$ cat src/rtl/frogger_pkg.sv
`default_nettype none
// +--------------------------------------------------------------------+
// | Module : frogger_pkg                                               |
// | Brief  : Shared types and constants for the frogger player side    |
// |          and the car lanes.                                        |
// | Rev    : 1.0 - initial release                                     |
// +--------------------------------------------------------------------+
package frogger_pkg;

  // Game-level state of the player controller.
  typedef enum logic [1:0] {
    IDLE = 2'd0,
    PLAY = 2'd1,
    HIT  = 2'd2,
    OVER = 2'd3
  } game_state_t;

  // Playfield geometry shared with the car_move instantiation.
  localparam int ROWS_DEF = 8;
  localparam int N_DEF    = 16;

  // Width of the lives counter; covers the full 1..7 start range.
  localparam int LIVES_W  = 3;

endpackage
`default_nettype wire

$ cat src/rtl/frog_pos.sv
`default_nettype none
// +--------------------------------------------------------------------+
// | Module : frog_pos                                                  |
// | Brief  : Frog position register. Steps one cell per enabled move   |
// |          pulse (up > down > left > right), clamps at the playfield |
// |          edges and can be reloaded to the start cell.              |
// | Rev    : 1.0 - initial release                                     |
// +--------------------------------------------------------------------+
module frog_pos
  import frogger_pkg::*;
#(
  parameter int N         = N_DEF,
  parameter int ROWS      = ROWS_DEF,
  parameter int START_COL = 7
) (
  input  logic                    clk,
  input  logic                    reset,
  input  logic                    load_start,
  input  logic                    move_en,
  input  logic                    up,
  input  logic                    down,
  input  logic                    left,
  input  logic                    right,
  output logic [$clog2(ROWS)-1:0] row,
  output logic [$clog2(N)-1:0]    col
);

  localparam int RW = $clog2(ROWS);
  localparam int CW = $clog2(N);

  localparam logic [RW-1:0] LAST_ROW  = RW'(ROWS - 1);
  localparam logic [CW-1:0] LAST_COL  = CW'(N - 1);
  localparam logic [CW-1:0] START_C   = CW'(START_COL);
  localparam logic [RW-1:0] ROW_ONE   = RW'(1);
  localparam logic [CW-1:0] COL_ONE   = CW'(1);

  logic [RW-1:0] w_row_next;
  logic [CW-1:0] w_col_next;

  // Next position: reload wins over a move; one move at most, clamped so
  // that a step past an edge leaves the coordinate unchanged.
  always_comb begin
    w_row_next = row;
    w_col_next = col;
    if (load_start) begin
      w_row_next = '0;
      w_col_next = START_C;
    end else if (move_en) begin
      if (up) begin
        if (row != LAST_ROW) w_row_next = row + ROW_ONE;
      end else if (down) begin
        if (row != '0) w_row_next = row - ROW_ONE;
      end else if (left) begin
        if (col != LAST_COL) w_col_next = col + COL_ONE;
      end else if (right) begin
        if (col != '0) w_col_next = col - COL_ONE;
      end
    end
  end

  // Position register; reset parks the frog on the start cell.
  always_ff @(posedge clk) begin
    if (reset) begin
      row <= '0;
      col <= START_C;
    end else begin
      row <= w_row_next;
      col <= w_col_next;
    end
  end

endmodule
`default_nettype wire

$ cat src/rtl/frog_ctrl.sv
`default_nettype none
// +--------------------------------------------------------------------+
// | Module : frog_ctrl                                                 |
// | Brief  : Player-side controller. Owns the frog position, detects   |
// |          collisions against the packed car lanes and tracks game   |
// |          state, lives and score for the LED matrix / HEX display.  |
// | Rev    : 1.0 - initial release                                     |
// +--------------------------------------------------------------------+
module frog_ctrl
  import frogger_pkg::*;
#(
  parameter int N          = N_DEF,
  parameter int ROWS       = ROWS_DEF,
  parameter int START_COL  = 7,
  parameter int LIVES      = 3,
  parameter int HIT_CYCLES = 50,
  parameter int SCORE_W    = 4
) (
  input  logic                    clk,
  input  logic                    reset,
  input  logic                    start,
  input  logic                    up,
  input  logic                    down,
  input  logic                    left,
  input  logic                    right,
  input  logic [ROWS*N-1:0]       lanes,
  output logic [$clog2(ROWS)-1:0] frog_row,
  output logic [$clog2(N)-1:0]    frog_col,
  output logic                    hit_flash,
  output logic                    game_over,
  output logic [LIVES_W-1:0]      lives,
  output logic [SCORE_W-1:0]      score
);

  localparam int RW = $clog2(ROWS);
  localparam int IW = $clog2(ROWS * N);
  // One extra value of headroom keeps the width non-zero for HIT_CYCLES=1.
  localparam int HW = $clog2(HIT_CYCLES + 1);

  localparam logic [RW-1:0]      LAST_ROW   = RW'(ROWS - 1);
  localparam logic [HW-1:0]      HIT_LAST   = HW'(HIT_CYCLES - 1);
  localparam logic [HW-1:0]      HIT_ONE    = HW'(1);
  localparam logic [LIVES_W-1:0] LIVES_INIT = LIVES_W'(LIVES);
  localparam logic [LIVES_W-1:0] LIVES_ONE  = LIVES_W'(1);
  localparam logic [SCORE_W-1:0] SCORE_MAX  = '1;
  localparam logic [SCORE_W-1:0] SCORE_ONE  = SCORE_W'(1);

  game_state_t          r_state;
  game_state_t          w_state_next;
  logic [HW-1:0]        r_hit_cnt;
  logic [HW-1:0]        w_hit_cnt_next;
  logic [LIVES_W-1:0]   w_lives_next;
  logic [SCORE_W-1:0]   w_score_next;
  logic                 w_load_start;
  logic                 w_move_en;
  logic [IW-1:0]        w_cell_idx;
  logic                 w_safe_row;
  logic                 w_collide;
  logic                 w_goal;

  // Lane bit under the frog, computed from the registered position.
  assign w_cell_idx = IW'(frog_row) * IW'(N) + IW'(frog_col);
  assign w_safe_row = (frog_row == '0) || (frog_row == LAST_ROW);
  assign w_collide  = !w_safe_row && lanes[w_cell_idx];
  assign w_goal     = (frog_row == LAST_ROW);

  frog_pos #(
    .N         (N),
    .ROWS      (ROWS),
    .START_COL (START_COL)
  ) u_frog_pos (
    .clk        (clk),
    .reset      (reset),
    .load_start (w_load_start),
    .move_en    (w_move_en),
    .up         (up),
    .down       (down),
    .left       (left),
    .right      (right),
    .row        (frog_row),
    .col        (frog_col)
  );

  // Next state, lives, score, HIT counter and position control.
  // In PLAY a collision beats a goal, which beats a move.
  always_comb begin
    w_state_next   = r_state;
    w_hit_cnt_next = r_hit_cnt;
    w_lives_next   = lives;
    w_score_next   = score;
    w_load_start   = 1'b0;
    w_move_en      = 1'b0;
    case (r_state)
      IDLE: begin
        if (start) w_state_next = PLAY;
      end
      PLAY: begin
        if (w_collide) begin
          w_lives_next   = lives - LIVES_ONE;
          w_hit_cnt_next = '0;
          w_state_next   = HIT;
        end else if (w_goal) begin
          if (score != SCORE_MAX) w_score_next = score + SCORE_ONE;
          w_load_start = 1'b1;
        end else begin
          w_move_en = 1'b1;
        end
      end
      HIT: begin
        if (r_hit_cnt == HIT_LAST) begin
          if (lives == '0) begin
            w_state_next = OVER;
          end else begin
            w_state_next = PLAY;
            w_load_start = 1'b1;
          end
        end else begin
          w_hit_cnt_next = r_hit_cnt + HIT_ONE;
        end
      end
      OVER: begin
        if (start) begin
          w_state_next = PLAY;
          w_lives_next = LIVES_INIT;
          w_score_next = '0;
          w_load_start = 1'b1;
        end
      end
      default: begin
        w_state_next = IDLE;
      end
    endcase
  end

  // State register and HIT countdown; reset kills any countdown in flight.
  always_ff @(posedge clk) begin
    if (reset) begin
      r_state   <= IDLE;
      r_hit_cnt <= '0;
    end else begin
      r_state   <= w_state_next;
      r_hit_cnt <= w_hit_cnt_next;
    end
  end

  // Registered game outputs; flags are decoded from the next state so they
  // line up with the state register.
  always_ff @(posedge clk) begin
    if (reset) begin
      lives     <= LIVES_INIT;
      score     <= '0;
      hit_flash <= 1'b0;
      game_over <= 1'b0;
    end else begin
      lives     <= w_lives_next;
      score     <= w_score_next;
      hit_flash <= (w_state_next == HIT);
      game_over <= (w_state_next == OVER);
    end
  end

endmodule
`default_nettype wire

$ cat config.mk
export PLATFORM = sky130hd
export DESIGN_NAME = frog_ctrl
export DESIGN_NICKNAME = d
export VERILOG_FILES = /design/src/rtl/frogger_pkg.sv /design/src/rtl/frog_pos.sv /design/src/rtl/frog_ctrl.sv
export SDC_FILE = /design/constraint.sdc
export NUM_CORES = 1
export LEC_CHECK = 0
export CAP_MARGIN = 20
export CELL_PAD_IN_SITES_DETAIL_PLACEMENT = 0
export CELL_PAD_IN_SITES_GLOBAL_PLACEMENT = 2
export CORE_AREA = 2 2 116 118
export CTS_CLUSTER_SIZE = 20
export DETAILED_ROUTE_END_ITERATION = 12
export DIE_AREA = 0 0 118 120
export GPL_ROUTABILITY_DRIVEN = 1
export GPL_TIMING_DRIVEN = 0
export MAX_ROUTING_LAYER = met4
export PLACE_DENSITY_LB_ADDON = 0.2
export SETUP_SLACK_MARGIN = 0.5
export SYNTH_ARGS = -nofsm -noshare
export SYNTH_HDL_FRONTEND = slang
export SYNTH_HIERARCHICAL = 1
export SYNTH_SLANG_ARGS = --single-unit
$ cat constraint.sdc
create_clock -name clk -period 3.8 [get_ports clk]
set_input_delay 0.38 -clock clk [delete_from_list [all_inputs] [get_ports clk]]
set_output_delay 0.38 -clock clk [all_outputs]
set_load 0.01 [all_outputs]
; After elaboration in Yosys (flattened, before gate mapping)
; Index checks and enable logic that the tools add are counted.
[totals]
regBits = 24
output_inout_bits = 16
word_cells = 93
in_bits = 135
[op_classes]
n_bitwise = 2
n_reduce_logical = 21
n_addsub = 8
n_eq_ne = 18
n_lt_le_gt_ge = 1
n_mux = 35
[op_table]
columns = cell, n
row1 = $mux W4, 8
row2 = $mux W3, 6
row3 = $mux W6, 2
row4 = $ne A2 B2 Y1 const B, 6
row5 = $pmux W6 S2, 1
row6 = $reduce_bool A2 Y1, 6
row7 = $mux W1, 9
row8 = $add A4 B1 Y4 const B, 2
row9 = $eq A2 B2 Y1 const B, 4
row10 = $lt A7 B8 Y1 const B, 1
row11 = $mux W2, 4
row12 = $ne A4 B4 Y1 const B, 2
row13 = $pmux W4 S2, 1
row14 = $add A7 B4 Y7, 1
row15 = $bmux W1 S7, 1
row16 = $add A6 B1 Y6 const B, 1
row17 = $eq A6 B6 Y1 const B, 1
row18 = $logic_not A3 Y1, 2
row19 = $pmux W2 S3, 1
row20 = $pmux W3 S2, 1
row21 = $reduce_and A3 Y1, 2
row22 = $reduce_and A6 Y1, 1
row23 = $sub A3 B1 Y3 const B, 2
row24 = $reduce_and A5 Y1, 1
row25 = 16 further kinds, 19

; Depth between registers and ports, before layout
[depth]
depth_word = 7
depth_mapped = 15
mapped_depth_nobuf = 11

; Modules after synthesis
; The synthesis kept the hierarchy.
[by_module_without_submodules]
columns = module, seq_area_each_um2, area_each_um2, instances, cells_per_inst
row1 = frog_ctrl, 340.3, 2297.2, 1, 246
row2 = frog_pos, 140.1, 483.0, 1, 53

; Least setup slack after synthesis
; No wires, ideal clock.
[synth_path]
kind = flip-flop to flip-flop
startpoint = register u_frog_pos.col[0]
endpoint = register u_frog_pos.col[3]
path_slack_ns = 0.339
path_stages_with_launch = 14
required_time_ns = 3.728
n_path_buf = 3
setup_time_ns = 0.072
arrival_ns = 3.389
period_less_slack_ns = 3.461
cell_sequence = dfxtp_1 > buf_6 > buf_6 > mux4_2 > o2111ai_1 > nor4b_1 > a31oi_1 > a21oi_2 > buf_6 > and2_1 > nor3b_1 > o221ai_2 > o21ba_1 > mux2i_1
[synth_via]
elab_chain_cells = 7
elab_cells_between_ends = 20
cone_classes = 3 x add/sub / 2 x eq/ne / 10 x mux / 5 x reduce/logical
[synth_lines]
columns = item, line
row1 = from (decl), frog_pos.sv:25  ; output logic [$clog2(N)-1:0] col
row2 = from (signal assigned), frog_pos.sv:68  ; col <= w_col_next;
row3 = $add A7 B4 Y7, frog_ctrl.sv:62  ; assign w_cell_idx = IW'(frog_row) * IW'(N) + IW'(frog_col);
row4 = $bmux W1 S7, frog_ctrl.sv:64  ; assign w_collide = !w_safe_row && lanes[w_cell_idx];
row5 = $mux W1 (implied by the code), frog_ctrl.sv:64
row6 = $logic_and A1 B1 Y1, frog_ctrl.sv:64
row7 = $mux W1, frog_ctrl.sv:98  ; if (w_collide) begin
row8 = $mux W1, frog_ctrl.sv:93  ; case (r_state)
row9 = net w_move_en, frog_ctrl.sv:55  ; logic w_move_en;
row10 = $reduce_and A6 Y1 (no line), --
; The timed path passes the listed nets, and every way through them passes these cells. The select of a mux whose other input is x is not followed.
; A chain may end at the register's enable or synchronous reset.

; Worst setup path after layout
; Ends and elaborated chain as after synthesis.

==> results.md <==
* Synth top area cells: dfxtp_1 (17%), mux4_2 (12%), mux4_1 (11%)
* RD Place Congestion at 0.7459
* Final worst-path cycle share at 86.62%
* WP data required at 3.98 ns
* Worst skew pair latency at 0.26 ns
* CTS buffer count at 3
* Clock sink total at 24
* Status: finished, final reports clean
* Syn-to-layout area delta at 77.90%
* Initial drt markers at 144
* Clock transition at path regs at 0.07 ns
* Library cells used by synthesis at 58
* Fill count at 1339
* Worst slew margin at 62.89%
* Initial antenna violation count at 0
* Synth Area in Simple Gates at 18.18%
* Pwr/cell area at 313.7 nW/um^2
* Clock Path Buffers at 2
* Hold/Removal Path Class: reg2reg
* Mean Syn Cell Area at 9.298 um^2
* Post-synthesis adder-cell area fraction at 6.391%
* DP Area at 4507 um^2
* Wirelength per Cell at 16.92 um
* Top FF cell, synth: dfxtp_1
* Static leakage at 1.851 nW
* Power, Total at 1.552 mW
* Min-delay src: r_hit_cnt[5]
* Vias per cell at 4.788
* Number of flops mapped to enable cells by yosys at 0
* WHS Endpoint: r_hit_cnt[5]
* # hold bufs at CTS at 0
* Hold Violations, Final at 0
* Final Util at 38.10%
* Critical Path AT at 3.48 ns
* Proportion of synthesized area in mux cells at 28.53%
* Ys Warns at 6
* Crit. End Element: register
* Hold path cells at 2
* Vias in the first global route at 3285
* Register area at 490.5 um^2
* Sequential share of the synthesized area at 17.28%
* Final slew viol count at 0
* Post-synthesis cell count at 299
* Worst R2R End: u_frog_pos/col[3]
* CP max FO at 6
* Area of the multi-input gates at 2263 um^2
* Final min period at 3.292 ns
* Initial Util at 21.42%
* Routed WL at 10.85 mm
* Post-synth ARST share at 0%
* VDD IR max at 0.0001888 V
* Setup Skew at 0.002853 ns
* Root buf cell: clkbuf_16
* Synth Area in XOR/XNOR at 1.575%
* Drc violations at 0
* Placed Cells at 624
* Die height at 120 um
* CTS H-tree depth at 1
* Post-Syn Area at 2780 um^2
* CTS tree: done
* Final Cell Area at 4946 um^2
* Row count at 42
* Final setup vio count at 0
* 1st-pass router iterations at 4
* Startpoint Class: register
* First-pass GRT wire length at 17.08 mm
* Post-synthesis compound-gate area fraction at 21.38%
* Syn_nets at 447
* Worst slew pin tran at 0.5559 ns
* Setup_tns at 0 ns
* Die Area at 14160 um^2
* Detail Placement HPWL at 9.074 mm
* Post-synth top area cell: dfxtp_1
* Reg-to-Reg Start: u_frog_pos/col[0]
* Largest net degree at the start of global routing at 14
* Worst r2r path cells at 15
* Antenna Nets Post-Route at 0
* Die width at 118 um
* Fmax at 0.3038 GHz
* Critical path class: reg2reg
* # diodes at 0
* Cell types with the highest counts after synthesis: dfxtp_1 (24), o21ai_0 (22), nand2_1 (19)
* R2R setup slack at 0.51 ns
* Placeable Area at 12980 um^2
* Vias at 3069
* Fin nets at 614
* Largest family of logic cells by synthesized area: multiplexers
* I/O Pins at 151
* Layout cell share with drive strength beyond 1 at 20.00%
* Layout Cells excl Fill at 641
* Count of input and output buffers at 149
* Total GRT Usage at 15.50%
* Synth top area share at 17.28%
* Max-cap violations at 0
* Register bit total from synthesis at 24
* RSZ-0062 raised after global routing: true
* Grt total ovfl at 0
* Top-count cell post-synth: dfxtp_1
-- flip-flops by register name (all words and copies together) (netlist names) --
register and cells:
hit_flash 1, game_over 1, lives 3, r_hit_cnt 6, u_frog_pos/row 3, r_state 2
u_frog_pos/col 4, score 4
-- layer usage --
metal	part of all wire, %	up-vias	global-route usage [%]
met5	0	-	-
met4	0.80	0	2.108
met3	4.5	7	2.614
met2	52	85	28.52
met1	43	1461	18.14
li1	-	1516	-
-- through the flow --
step | hold WS (ns) | setup WS (ns)
after detailed placement | 0.4913 | -0.2932
after global routing | 0.5398 | 0.3338
after CTS | 0.5042 | 0.4471
after floorplan | 0.4568 | 0.5183
final | 0.4968 | 0.5083
after global placement | 0.4699 | -0.2583
-- cell usage in the layout (no fill, tap or decap), types with 4 or more instances in the layout --
cell | netlist | routed
a21oi_1 | 16 | 14
a21oi_2 | 2 | 4
clkbuf_2 | 0 | 4
a22oi_2 | 0 | 6
buf_4 | 0 | 9
nand4_1 | 7 | 7
clkdlybuf4s50_1 | 0 | 149
inv_1 | 14 | 14
mux4_2 | 15 | 23
nor2b_1 | 5 | 4
ha_1 | 11 | 11
clkbuf_1 | 9 | 4
nor2_1 | 18 | 17
o21ai_0 | 22 | 22
buf_6 | 4 | 4
nand2_1 | 19 | 18
nand3_1 | 12 | 12
o211ai_1 | 5 | 5
or3_1 | 8 | 8
buf_12 | 1 | 5
mux2i_1 | 14 | 11
dfxtp_1 | 24 | 20
mux4_1 | 12 | 4
-- report_power, final --
part / switching [mW] / internal [mW] / leakage (nW)
combinational: 0.434 / 0.513 / 1.61
sequential: 0.0614 / 0.289 / 0.194
clock: 0.0931 / 0.161 / 0.0442
total: 0.588 / 0.963 / 1.85
-- cell type report --
| class | instances | share of cell area (%) |
|---|---|---|
| Multi-Input combinational cell | 240 | 45.76 |
| Inverter | 15 | 1.138 |
| Buffer | 20 | 3.820 |
| Timing Repair Buffer | 162 | 33.11 |
| Sequential cell | 24 | 9.917 |
| Clock buffer | 4 | 1.796 |
| Tap cell | 176 | 4.452 |
-- worst max path at each step --
stage,from,end,depth (start not counted)
floorplan,u_frog_pos/col[0],u_frog_pos/col[3],14
global placement,u_frog_pos/col[0],u_frog_pos/col[3],14
detailed placement,u_frog_pos/col[0],u_frog_pos/col[3],14
CTS,u_frog_pos/col[0],u_frog_pos/col[3],14
global route,u_frog_pos/col[0],u_frog_pos/col[3],14
finish,u_frog_pos/col[0],u_frog_pos/col[3],15
-- timing repair --
item / 4_1_cts / 5_1_grt
setup endpoints to repair: 7 / 5
pin swaps: 8 / 6
cloned: 1 / 0
gates resized for setup: 54 / 17
setup buffers: 9 / 3
-- logic make-up (layout without fill, tap and decap cells) --
logic type	count (synthesis)	count (layout)
and+or+nand+nor	94	94
AOI/OAI and AO/OA	87	87
muxes	41	41
buffers and inverters	35	201
DFF	24	24
adders and majority gates	13	13
xor gates and xnor gates	5	5
-- worst max-delay path: stages (launching register included) --
cell	delay, ns
dfxtp_4	0.36
buf_12	0.14
buf_12	0.11
mux4_2	0.52
mux2i_2	0.18
nor3_2	0.08
nor4b_4	0.24
buf_4	0.17
a31oi_4	0.11
a21oi_2	0.20
buf_6	0.13
and2_4	0.14
nor3b_4	0.24
o221ai_4	0.15
o21ba_4	0.25
mux2i_1	0.18
Power figures use the tool's default switching activity.
